--- config.mk ---
export PLATFORM = sky130hd
export DESIGN_NAME = bit_sel_window_32to16
export DESIGN_NICKNAME = d
export VERILOG_FILES = /design/src/rtl/bit_sel_pkg.sv /design/src/rtl/log_shifter_stage.sv /design/src/rtl/bit_sel_window_32to16.sv
export SDC_FILE = /design/constraint.sdc
export NUM_CORES = 1
export LEC_CHECK = 0
export ABC_AREA = 1
export CORE_MARGIN = 3
export CORE_UTILIZATION = 55
export DETAILED_ROUTE_END_ITERATION = 7
export PLACE_DENSITY = 0.95
export SYNTH_ARGS = -nofsm -noshare
export SYNTH_HDL_FRONTEND = slang
export SYNTH_SLANG_ARGS = --single-unit
--- constraint.sdc ---
create_clock -name clk -period 2.1 [get_ports clk]
set_clock_uncertainty 0.2 [all_clocks]
set_input_delay 0.42 -clock clk [delete_from_list [all_inputs] [get_ports clk]]
set_output_delay 0.42 -clock clk [all_outputs]
set_load 0.03 [all_outputs]
--- src/rtl/bit_sel_pkg.sv ---
// Shared constants and helpers for the 32-to-16 bit window selector.
package bit_sel_pkg;

  localparam int DATA_WIDTH   = 32;
  localparam int OUT_WIDTH    = 16;
  localparam int CMD_WIDTH    = 5;
  localparam int SHIFT_EN_BIT = 4;

  // Number of power-of-two shifter layers needed to cover shifts 0..16.
  localparam int NUM_STAGES   = 5;

  // Decode the command into a right-shift amount. The +1 is done in 5 bits
  // so code 4'hF yields 16 instead of wrapping to 0.
  function automatic logic [CMD_WIDTH-1:0] shift_amount(input logic [CMD_WIDTH-1:0] cmd);
    logic [CMD_WIDTH-1:0] amt;
    amt = '0;
    if (cmd[SHIFT_EN_BIT]) begin
      amt = {1'b0, cmd[SHIFT_EN_BIT-1:0]} + CMD_WIDTH'(1);
    end
    return amt;
  endfunction

endpackage : bit_sel_pkg

--- src/rtl/log_shifter_stage.sv ---
// One layer of a logarithmic right shifter: passes the input through or
// shifts it right by a fixed power of two, zero-filling from the top.
// OUT_WIDTH may be narrower than IN_WIDTH so the last layer produces only
// the bits that are actually consumed.
module log_shifter_stage #(
  parameter int IN_WIDTH  = 32,
  parameter int OUT_WIDTH = 32,
  parameter int SHIFT     = 1
) (
  input  logic                 en,
  input  logic [IN_WIDTH-1:0]  d,
  output logic [OUT_WIDTH-1:0] q
);

  // Per output bit: 2:1 mux between the unshifted bit and the bit SHIFT above.
  for (genvar i = 0; i < OUT_WIDTH; i++) begin : g_bit
    if (i + SHIFT < IN_WIDTH) begin : g_src
      assign q[i] = en ? d[i+SHIFT] : d[i];
    end else begin : g_fill
      assign q[i] = en ? 1'b0 : d[i];
    end
  end

endmodule : log_shifter_stage

--- src/rtl/bit_sel_window_32to16.sv ---
// Registered window selector: extracts a 16-bit field from a 32-bit word at
// a right-shift offset of 0 or 1..16, one cycle of latency, no back-pressure.
module bit_sel_window_32to16 #(
  parameter int DATA_WIDTH    = 32,
  parameter int COMMAND_WIDTH = $clog2(DATA_WIDTH)
) (
  input  logic                      clk,
  input  logic                      rst,
  input  logic                      i_valid,
  input  logic [DATA_WIDTH-1:0]     i_data_bus,
  input  logic                      i_en,
  input  logic [COMMAND_WIDTH-1:0]  i_cmd,
  output logic                      o_valid,
  output logic [DATA_WIDTH/2-1:0]   o_data_bus
);

  import bit_sel_pkg::*;

  logic [CMD_WIDTH-1:0]  shift_amt;
  logic [DATA_WIDTH-1:0] stage_data [NUM_STAGES];
  logic [OUT_WIDTH-1:0]  sel_data;

  logic [OUT_WIDTH-1:0]  data_d, data_q;
  logic                  valid_d, valid_q;

  assign shift_amt     = shift_amount(i_cmd);
  assign stage_data[0] = i_data_bus;

  // Full-width layers shifting by 1, 2, 4 and 8.
  for (genvar s = 0; s < NUM_STAGES - 1; s++) begin : g_stage
    log_shifter_stage #(
      .IN_WIDTH  (DATA_WIDTH),
      .OUT_WIDTH (DATA_WIDTH),
      .SHIFT     (1 << s)
    ) u_stage (
      .en (shift_amt[s]),
      .d  (stage_data[s]),
      .q  (stage_data[s+1])
    );
  end

  // Final layer shifts by 16 and keeps only the 16-bit window; since the
  // shift never exceeds 16 the window never needs fill bits.
  log_shifter_stage #(
    .IN_WIDTH  (DATA_WIDTH),
    .OUT_WIDTH (OUT_WIDTH),
    .SHIFT     (1 << (NUM_STAGES - 1))
  ) u_stage_last (
    .en (shift_amt[NUM_STAGES-1]),
    .d  (stage_data[NUM_STAGES-1]),
    .q  (sel_data)
  );

  // Next-state for the output register: load, dummy zero, or hold.
  always_comb begin
    // NOTE: defaults first so every path assigns data_d/valid_d; a missing
    // branch would otherwise infer a latch.
    data_d  = data_q;
    valid_d = 1'b0;
    if (i_en) begin
      if (i_valid) begin
        data_d  = sel_data;
        valid_d = 1'b1;
      end else begin
        data_d  = '0;
      end
    end
  end

  // Output register with asynchronous clear.
  always_ff @(posedge clk or negedge rst) begin
    if (!rst) begin
      data_q  <= '0;
      valid_q <= 1'b0;
    end else begin
      // NOTE: non-blocking so every flop samples pre-edge values.
      data_q  <= data_d;
      valid_q <= valid_d;
    end
  end

  assign o_data_bus = data_q;
  assign o_valid    = valid_q;

endmodule : bit_sel_window_32to16

==> results.toml, run 1 <==
[global_route]
grt_first_pass_wirelength_um = 13800
grt_util_all_layers = 0.328
grt-ovfl-total = 0
antenna_violations_before_repair = 0
grt_max_degree = 30
number_of_global_route_vias_before_repair = 3178

[sta]
final.hold.worst_slack_ps = 280
timing.max_slew.rel_slack = 0.661
final_hold_viol_count = 0
setup_viol = 0
timing.final.max_slew_violations = 0
period_minus_slack_ps = 2040
fmax_ghz = 0.491
tightestPinTransition_ps = 507
period_utilization_post_route = 0.970

[routing]
routed_wl_um = 8330
post_drt_wl_per_cell_um = 15.1
route.layer.met1.wl_um = 2900
dr.first_iter.drc_count = 540
wl_met3_um = 965
vias_per_cell = 6.26
drc_errors = 0
routed-wl-met2_um = 3950
antenna_left = 0
route.top_layer_used = "met4"
dr_total_vias = 3443
detail_route.first_pass.iterations = 7

[synthesis]
postSynthAreaPerCell_sq_um = 5.45
synth_largest_type_area_fraction = 0.356
post_synth_num_cell_types = 23
synthDominantAreaCellType = "nand3_1"
post_synthesis_cell_area_sq_um = 2360
ys_dominant_reg_cell = "dfrtp_1"
seq_area_frac_synth = 0.180
synthesis.yosys.warnings = 0
ys_async_sr_fraction = 1.00
ys_ff_latch = 17
syn-instance-count = 433
post_synth_main_area_contributors = "nand3_1, nand2_1, dfrtp_1, inv_1, buf_2"
synth-edff-count = 0
post_syn_nets = 475

[floorplan]
placementRows = 23
ioPinCount = 58
dieWidth_um = 71.5
start_util = 0.582
dieArea_sq_um = 5110
fp.dieH_um = 71.5
core_area_sq_um = 4060

[worst_setup_path]
path_buf_inv = 2
largest_fanout_of_any_net_on_the_critical_path = 28
worst_path_required_ps = 2040
crit_path_end_kind = "register"
critPathTopFamily = "buffers and inverters"
worst_ep_arrival_time_ps = 1970
worstSetupPathType = "primary input to register"
worstSetupStartpointType = "primary input"
cpMaxStageDelayCell = "a31oi_1"
critPathMaxStageDelay_ps = 320
path_cells = "dlygate4sd2_1, ha_2, nand2_1, nand2_2, nor2_4, buf_12, nand3_1, a31oi_1, o21ai_1"

[final_layout]
diodes = 0
num-nets-final = 543
final_layout_size_suffix_gt1_frac = 0.124
synthToLayoutAreaGrowth_pct = 39.3
layoutNonFillerInstCount = 550
nFillCells = 298

[clock_tree]
cts_buffers = 3
htreeDepth = 1
ctsRootBufferMaster = "clkbuf_8"
tritoncts = "done"
numClockSinks = 17
cts_max_path_buffers = 2
clk_latency_ps = 260
cts.clk_slew.worst_paths_ps = 80

[power_and_ir_drop]
cellPowerDensity_nw_per_um2 = 470
power.leakage_uw = 0.00171
vdd.ir_drop.worst_v = 0.000287

[placed_design]
number_of_placed_instances_taps_included = 544
hpwl_um = 6070
gpl.final_weighted_congestion = 1.06
port_buffers = 57

[run_status]
run_status = "finished, final reports clean"

[run]
max_cap_viol_count = 0

[hold_path]
hp-class = "primary input to async pin"
-- per-stage QoR --
stage / utilization / setup WS [ps] / area (sq um) / power [uW] / TNS [ps]
after global routing: 0.810 / -5.95 / 3290 / 1630 / -5.95
after global placement: 0.768 / -298 / 3120 / 1200 / -4210
final: 0.810 / 63.0 / 3290 / 1550 / 0
after floorplan: - / 203 / 2360 / 905 / 0
after CTS: 0.800 / 70.2 / 3250 / 1500 / 0
after detailed placement: 0.768 / -362 / 3120 / 1230 / -5180
-- worst register-to-register path: stages (launching register included) --
cell     delay, ps
dfrtp_1        390
nand2_1        100
nand2_1         70
-- where the power goes --
part	switching, uW	internal, uW	total (uW)
logic	527	370	897
clock network	126	132	258
registers	24.1	367	391
-- cell type report --
class / instances / area [sq um] / share of cell area
repair buffers: 90 / 918 / 0.279
flip-flops and latches: 17 / 425 / 0.129
multi-input cells: 349 / 1680 / 0.511
clock inverters: 1 / 5.00 / 0.00152
inverters: 40 / 155 / 0.0472
clock buffers: 3 / 41.3 / 0.0126
well taps: 50 / 62.6 / 0.0190
-- cells in the mapped netlist (4+ instances only) --
cell / instances
buf_2: 14
clkbuf_1: 4
a21oi_1: 7
nand2_1: 138
inv_1: 36
buf_4: 4
buf_6: 5
o21ai_1: 7
o21ai_0: 4
dfrtp_1: 17
nor2_1: 9
nand3_1: 168
-- logic make-up after synthesis --
| family | after synthesis | share of synthesized area |
|---|---|---|
| adder cells (fa/ha/maj) | 1 | 0.00530 |
| AND/OR/NAND/NOR | 327 | 0.632 |
| AO/OA/AOI/OAI | 21 | 0.0461 |
| buffers and inverters | 67 | 0.136 |
| flip-flops | 17 | 0.180 |
-- layer usage --
layer | track usage | vias up
met3 | 0.0603 | 78
met4 | 0.177 | 0
met2 | 0.559 | 308
li1 | - | 1580
met1 | 0.389 | 1477
met5 | 0 | -
-- registers in the layout (all words and copies together) (netlist names) --
| name | count |
|---|---|
| o_valid | 1 |
| o_data_bus | 16 |
-- path summary, 6_finish.rpt --
check	startpoint	end	slack (ps)	cells after the start
setup / recovery	i_cmd[1]	o_data_bus[9]	60	9
hold / removal	rst	o_data_bus[0]	280	2
setup reg to reg	o_data_bus[12]	o_data_bus[12]	1230	2
hold reg to reg	o_data_bus[5]	o_data_bus[5]	280	2
max in group asynchronous	rst	o_data_bus[10]	1220	2
min in group clk	o_data_bus[5]	o_data_bus[5]	280	2
-- placed cells by master (no fill, tap or decap), types with 2 or more instances in the layout --
master           count
clkdlybuf4s50_1     53
dlygate4sd2_1        3
nand3_2             10
nand2_2              4
nand4_1              2
buf_6                3
nand2_1            136
inv_2                2
inv_4                2
a31oi_1              3
buf_12               5
o21ai_1             11
clkbuf_8             3
buf_4               23
nand3_1            160
dfrtp_1             17
nor2_1               8
inv_1               35
a21oi_1              6
-- timing repair --
action / CTS / global route
buffers inserted: 2 / 0
hold buffers: 0 / 0
gates cloned: 1 / 0
pin swaps: 10 / 3
setup endpoints to repair: 16 / 14
gates resized for setup: 19 / 13
Power figures use the tool's default switching activity.
==> run 2, diff against run 1 <==
--- a/config.mk
+++ b/config.mk
@@ -5,11 +5,11 @@
 export SDC_FILE = /design/constraint.sdc
 export NUM_CORES = 1
 export LEC_CHECK = 0
-export ABC_AREA = 1
 export CORE_MARGIN = 3
 export CORE_UTILIZATION = 55
 export DETAILED_ROUTE_END_ITERATION = 7
 export PLACE_DENSITY = 0.95
+export RECOVER_POWER = 25
 export SYNTH_ARGS = -nofsm -noshare
 export SYNTH_HDL_FRONTEND = slang
 export SYNTH_SLANG_ARGS = --single-unit
==> run 2 against run 1 <==
Against the previous run: the run now fails in clock tree synthesis; synthesized cell count down 34%; synthesized area up 0.21%.
==> results.toml, run 2 <==
[run_status]
run_status = "stopped before the end"
last_stage_reached = "clock tree synthesis"
stop_err = "[ERROR DPL-0033] detailed placement checks failed during check placement."

[clock_tree]
cts-hold-fix-buffers = 0
htreeDepth = 1
numClockSinks = 17
post_cts_buffers = 8
ctsRootBufferMaster = "clkbuf_8"
cts_resized = 78
cts_max_path_buffers = 2
cts_buffers = 3

[synthesis]
most_instantiated_cells_after_synthesis = "mux2i_1, nand2_1, a21oi_1"
synthDominantAreaCellType = "dfrtp_1"
synthesis.yosys.warnings = 0
ys_ff_latch = 17
synth-edff-count = 0
post_synthesis_cell_area_sq_um = 2360
synth_largest_type_area_fraction = 0.180
post_synth_num_cell_types = 52
ys_dominant_reg_cell = "dfrtp_1"
ys_async_sr_fraction = 1.00
yosys.cell_count.top_type = "mux2i_1"
post_synth_main_area_contributors = "dfrtp_1, mux2i_1, mux4_2, nand2_1, a21oi_1"
postSynthAreaPerCell_sq_um = 8.27
post_syn_nets = 328
seq_area_frac_synth = 0.180
syn-instance-count = 286

[floorplan]
start_util = 0.579
dieWidth_um = 71.6
fp.dieH_um = 71.6
ioPinCount = 58
placementRows = 23

[placed_design]
port_buffers = 57
gpl.final_weighted_congestion = 1.01
number_of_placed_instances_taps_included = 462
hpwl_um = 8170
==> run 2: logic make-up after synthesis <==
family                   share of synthesized area
XOR/XNOR                                   0.00688
AND/OR/NAND/NOR                              0.197
buffers and inverters                       0.0757
multiplexers                                 0.263
AO/OA/AOI/OAI                                0.271
flip-flops                                   0.180
adder cells (fa/ha/maj)                    0.00529
==> run 2: through the flow <==
step                      TNS [ps]  hold slack (ps)  setup WS [ps]  area [sq um]  utilization
after floorplan               -680            -75.6           -166          2440            -
after detailed placement    -14260              283           -964          3630        0.889
after global placement      -12550              277           -927          3630        0.889
==> run 3, diff against run 2 <==
--- a/config.mk
+++ b/config.mk
@@ -6,9 +6,9 @@
 export NUM_CORES = 1
 export LEC_CHECK = 0
 export CORE_MARGIN = 3
-export CORE_UTILIZATION = 55
+export CORE_UTILIZATION = 40
 export DETAILED_ROUTE_END_ITERATION = 7
-export PLACE_DENSITY = 0.95
+export PLACE_DENSITY_LB_ADDON = 0.15
 export RECOVER_POWER = 25
 export SYNTH_ARGS = -nofsm -noshare
 export SYNTH_HDL_FRONTEND = slang
==> run 3 against run 2 <==
Against the previous run: the flow now finishes, with violations (setup timing); synthesized cell count stayed put; synthesized area stayed put.
==> results.toml, run 3 <==
[synthesis]
post_synth_main_area_contributors = "dfrtp_1, mux2i_1, mux4_2, nand2_1, a21oi_1"
synthesis.yosys.warnings = 0
yosys.cell_count.top_type = "mux2i_1"
synth-edff-count = 0
ys_async_sr_fraction = 1.00
post_syn_nets = 328
post_synth_num_cell_types = 52
synth_largest_type_area_fraction = 0.180
synthDominantAreaCellType = "dfrtp_1"
post_synthesis_cell_area_sq_um = 2360
most_instantiated_cells_after_synthesis = "mux2i_1, nand2_1, a21oi_1"
seq_area_frac_synth = 0.180
ys_ff_latch = 17
postSynthAreaPerCell_sq_um = 8.27
ys_dominant_reg_cell = "dfrtp_1"
syn-instance-count = 286

[clock_tree]
clk_latency_ps = 250
cts_buffers = 3
tritoncts = "done"
ctsRootBufferMaster = "clkbuf_8"
cts.clk_slew.worst_paths_ps = 70
htreeDepth = 1
cts-hold-fix-buffers = 0
cts_max_path_buffers = 2
numClockSinks = 17

[sta]
setup_viol = 12
final_hold_viol_count = 0
rsz0062_at_grt = "yes"
tightestPinTransition_ps = 979
postLayoutSetupSlackWorst_ps = -228
period_utilization_post_route = 1.11
timing.max_slew.rel_slack = 0.347
period_minus_slack_ps = 2330
fin_tns_setup_ps = -1210
timing.final.max_slew_violations = 0
fmax_ghz = 0.430

[worst_setup_path]
path_cells = "clkdlybuf4s50_1, nand2_1, a21boi_0, a221oi_1, buf_4, a2111o_1"
critPathMaxStageDelay_ps = 500
largest_fanout_of_any_net_on_the_critical_path = 4
r2r-end = "o_data_bus[3]"
worst_path_required_ps = 2040
crit_path_end_kind = "register"
worstSetupPathType = "primary input to register"
critPathTopFamily = "compound AO/OA/AOI/OAI gates"
launch_point_of_the_worst_reg_to_reg_path = "o_data_bus[3]"
cpMaxStageDelayCell = "clkdlybuf4s50_1"
path_buf_inv = 2
worst_ep_arrival_time_ps = 2270
r2r_setup_slk_ps = 860
worstSetupStartpointType = "primary input"
reg2reg_depth = 2
worst-path-stages = 6

[floorplan]
start_util = 0.422
core_area_sq_um = 5610
dieWidth_um = 82.9
dieArea_sq_um = 6870
fp.dieH_um = 82.9
placementRows = 27
ioPinCount = 58

[placed_design]
gpl.final_weighted_congestion = 0.930
postPlaceCellArea_sq_um = 3620
detailedPlace.worstSlack_ps = -878
port_buffers = 57
hpwl_um = 7230

[final_layout]
mostFrequentLayoutCell = "buf_4"
final_layout_size_suffix_gt1_frac = 0.417
diodes = 0
max_ffs_per_register = 16
multiInputGateArea_sq_um = 2150
area.sequential_sq_um = 425
most-common-layout-cells = "buf_4, clkdlybuf4s50_1, nand2_1"
num-nets-final = 477
nFillCells = 413
post-route-cell-area_sq_um = 4230
synthToLayoutAreaGrowth_pct = 79.0

[run_status]
violations = "setup timing"
run_status = "finished with violations"

[routing]
antenna_left = 0
routed-wl-met2_um = 4910
drc_errors = 0
dr.first_iter.drc_count = 224
post_drt_wl_per_cell_um = 20.1
detail_route.first_pass.iterations = 7
dr_total_vias = 3099
wl_met3_um = 772
route.layer.met1.wl_um = 4110
route.top_layer_used = "met4"
routed_wl_um = 10200
vias_per_cell = 6.12

[hold_path]
worst_hold_path_startpoint = "o_data_bus[7]"
worstHoldPathCells = 2
hp-class = "register to register"
timing.hold.worst_endpoint = "o_data_bus[7]"

[global_route]
antenna_violations_before_repair = 0
grt_first_pass_wirelength_um = 16200
grt_util_all_layers = 0.290
number_of_global_route_vias_before_repair = 3134
grt-ovfl-total = 0
grt_max_degree = 18

[power_and_ir_drop]
cellPowerDensity_nw_per_um2 = 444
power.leakage_uw = 0.00191
vdd.ir_drop.worst_v = 0.000307

[run]
max_cap_viol_count = 0
run 3: cells by family (layout without fill, tap and decap cells):
family,Yosys count,after routing,share of synthesized area
adder cells (fa/ha/maj),1,1,0.00529
multiplexers,53,53,0.263
buffers and inverters,32,178,0.0757
AO/OA/AOI/OAI,87,87,0.271
AND/OR/NAND/NOR,95,97,0.197
XOR/XNOR,1,1,0.00688
flip-flops,17,17,0.180
run 3: worst reg2reg max path, stage by stage, from the launching register on:
cell and delay (ps):
dfrtp_1 410, o2bb2ai_1 130, a2111o_1 390
run 3: repair_timing:
action / in CTS / in global routing
pin swaps: 16 / 8
setup endpoints to repair: 16 / 16
setup buffers: 18 / 4
resized for setup: 60 / 52
cloned: 3 / 0
run 3: cell type report:
cell class / instances / share of cell area
well taps: 72 / 0.0213
repair buffers: 166 / 0.354
multi-input cells: 239 / 0.507
inverters: 8 / 0.00709
flip-flops and latches: 17 / 0.101
clock buffers: 4 / 0.0106
run 3: power breakdown:
| part | internal (uW) | switching, uW |
|---|---|---|
| clock | 135 | 118 |
| sequential | 370 | 27.8 |
| combinational | 623 | 605 |
| total | 1130 | 751 |
run 3: through the flow:
step	utilization	cells	hold slack (ps)	power (uW)
after floorplan	-	286	-75.6	933
final	0.755	506	316	1880
after global placement	0.646	479	298	1410
after global routing	0.755	506	340	1960
after detailed placement	0.646	479	302	1410
after CTS	0.716	504	301	1770
run 3: metal layers:
metal	global-route usage	vias to the layer above
met5	0	-
met4	0.104	0
met3	0.0575	44
met2	0.489	177
met1	0.366	1476
li1	-	1402
run 3: how the worst max path moves through the flow:
stage / from / endpoint / slack (ps)
floorplan: i_cmd[1] / o_data_bus[1] / -170
global placement: i_cmd[0] / o_data_bus[1] / -880
detailed placement: i_cmd[0] / o_data_bus[15] / -880
CTS: i_cmd[0] / o_data_bus[13] / -100
global route: i_data_bus[21] / o_data_bus[3] / -360
finish: i_data_bus[21] / o_data_bus[3] / -230
==> run 4, diff against run 3 <==
--- a/config.mk
+++ b/config.mk
@@ -8,6 +8,7 @@
 export CORE_MARGIN = 3
 export CORE_UTILIZATION = 40
 export DETAILED_ROUTE_END_ITERATION = 7
+export GPL_ROUTABILITY_DRIVEN = 0
 export PLACE_DENSITY_LB_ADDON = 0.15
 export RECOVER_POWER = 25
 export SYNTH_ARGS = -nofsm -noshare
==> run 4 against run 3 <==
Against the previous run: the flow still finishes with violations (setup timing); power shrank 0.67%; final cell count shrank 2.8%; count of clock-buffer cells in the layout shrank 1; via count shrank 0.23%; routed wire length shrank 3.6%; register-to-register slack is essentially flat; combinational power is essentially flat; global-route usage shrank 2.6 points; critical endpoint is now o_data_bus[13].
==> results.toml, run 4 (synthesis results as in run 3) <==
[sta]
fin_tns_setup_ps = -677
period_minus_slack_ps = 2220
final.hold.worst_slack_ps = 315
period_utilization_post_route = 1.05
timing.max_slew.rel_slack = 0.354
postLayoutSetupSlackWorst_ps = -115
timing.final.max_slew_violations = 0
final_hold_viol_count = 0
fmax_ghz = 0.451
setup_viol = 14
rsz0062_at_grt = "yes"
tightestPinTransition_ps = 970

[final_layout]
post-route-util = 0.748
most-common-layout-cells = "buf_4, clkdlybuf4s50_1, nand2_1"
synthToLayoutAreaGrowth_pct = 77.4
num-nets-final = 463
mostFrequentLayoutCell = "buf_4"
post-route-cell-area_sq_um = 4200
max_ffs_per_register = 16
diodes = 0
final_layout_size_suffix_gt1_frac = 0.424

[worst_setup_path]
worst_ep_arrival_time_ps = 2160
r2r_setup_slk_ps = 870
crit_path_end_kind = "register"
r2r-end = "o_data_bus[0]"
worstSetupPathType = "primary input to register"
launch_point_of_the_worst_reg_to_reg_path = "o_data_bus[0]"
largest_fanout_of_any_net_on_the_critical_path = 5
reg2reg_depth = 2
worstSetupStartpointType = "primary input"
worst_setup_path_startpoint = "i_cmd[1]"
worst_path_required_ps = 2040
timing.critical_path.to = "o_data_bus[13]"

[clock_tree]
ctsRootBufferMaster = "clkbuf_8"
cts-hold-fix-buffers = 0
tritoncts = "done"
clk_latency_ps = 260
htreeDepth = 1
numClockSinks = 17
cts.clk_slew.worst_paths_ps = 70
cts_max_path_buffers = 2
cts_buffers = 3

[floorplan]
ioPinCount = 58
dieArea_sq_um = 6870
dieWidth_um = 82.9
fp.dieH_um = 82.9
core_area_sq_um = 5610
placementRows = 27
start_util = 0.422

[power_and_ir_drop]
p_total_uw = 1870
vdd.ir_drop.worst_v = 0.000383
power.net_switching_uw = 750
cellPowerDensity_nw_per_um2 = 445
power.leakage_uw = 0.00188
power_frac_seq = 0.213
power.clock.fraction = 0.137
cellInternalPower_uw = 1120
p_sw_frac = 0.402
share_comb_of_total_power = 0.650

[routing]
dr_total_vias = 3092
dr.first_iter.drc_count = 296
vias_per_cell = 6.28
post_drt_wl_per_cell_um = 19.9
routed_wl_um = 9800
detail_route.first_pass.iterations = 7
drc_errors = 0
antenna_left = 0

[global_route]
grt-ovfl-total = 0
grt_util_all_layers = 0.264
antenna_violations_before_repair = 0
number_of_global_route_vias_before_repair = 2915
grt_max_degree = 18
grt_first_pass_wirelength_um = 15100

[placed_design]
port_buffers = 57
postPlaceCellArea_sq_um = 3550
hpwl_um = 6910

[run]
max_cap_viol_count = 0

[run_status]
violations = "setup timing"
run_status = "finished with violations"

[hold_path]
hp-class = "register to register"
run 4: power groups by stage:
stage	registers, uW	clock network [uW]	logic (uW)
global placement	401	0	978
floorplan	483	0	449
global route	401	273	1280
finish	397	256	1210
detailed placement	402	0	984
CTS	395	253	1090
run 4: per-stage QoR:
stage,worst slack (ps),instances
CTS,-135,489
global placement,-887,469
global route,-148,492
detailed placement,-903,469
floorplan,-166,286
finish,-115,492
run 4: critical path, cell delays in order:
cell and delay [ps]:
buf_6 100, ha_4 280, and2_4 200, buf_12 130
a211o_1 260, and3_4 200, nor3_4 160, a21oi_2 90
a221o_1 310
run 4: metal layers:
metal  up-vias  wire, um  share of wire  GRT usage
met2       193      4660           0.48      0.437
met1      1486      3830           0.39      0.351
met5         -         0              0          0
li1       1366         -              -          -
met4         0       457          0.047     0.0713
met3        47       850          0.087     0.0516
run 4: how the worst min path moves through the flow:
stage               endpoint          start  depth (start not counted)  slack (ps)
3_5_place_dp   o_data_bus[2]  o_data_bus[2]                          1         300
3_3_place_gp   o_data_bus[2]  o_data_bus[2]                          1         290
6_report       o_data_bus[7]  o_data_bus[7]                          2         310
5_1_grt        o_data_bus[7]  o_data_bus[7]                          2         350
2_1_floorplan  o_data_bus[0]            rst                          0         -80
4_1_cts        o_data_bus[3]            rst                          2         300
run 4: timing repair:
action,4_1_cts,5_1_grt
buffers inserted,16,4
gates resized for setup,59,56
setup endpoints to repair,16,16
pin swaps,17,24
run 4: area by class of cell:
| cell class | instances | area, sq um |
|---|---|---|
| Inverter | 8 | 30.0 |
| Timing Repair Buffer | 154 | 1450 |
| Sequential cell | 17 | 425 |
| Clock buffer | 3 | 41.3 |
| Fill cell | 403 | 1410 |
| Multi-Input combinational cell | 237 | 2150 |
| Clock inverter | 1 | 5.00 |
| Tap cell | 72 | 90.1 |
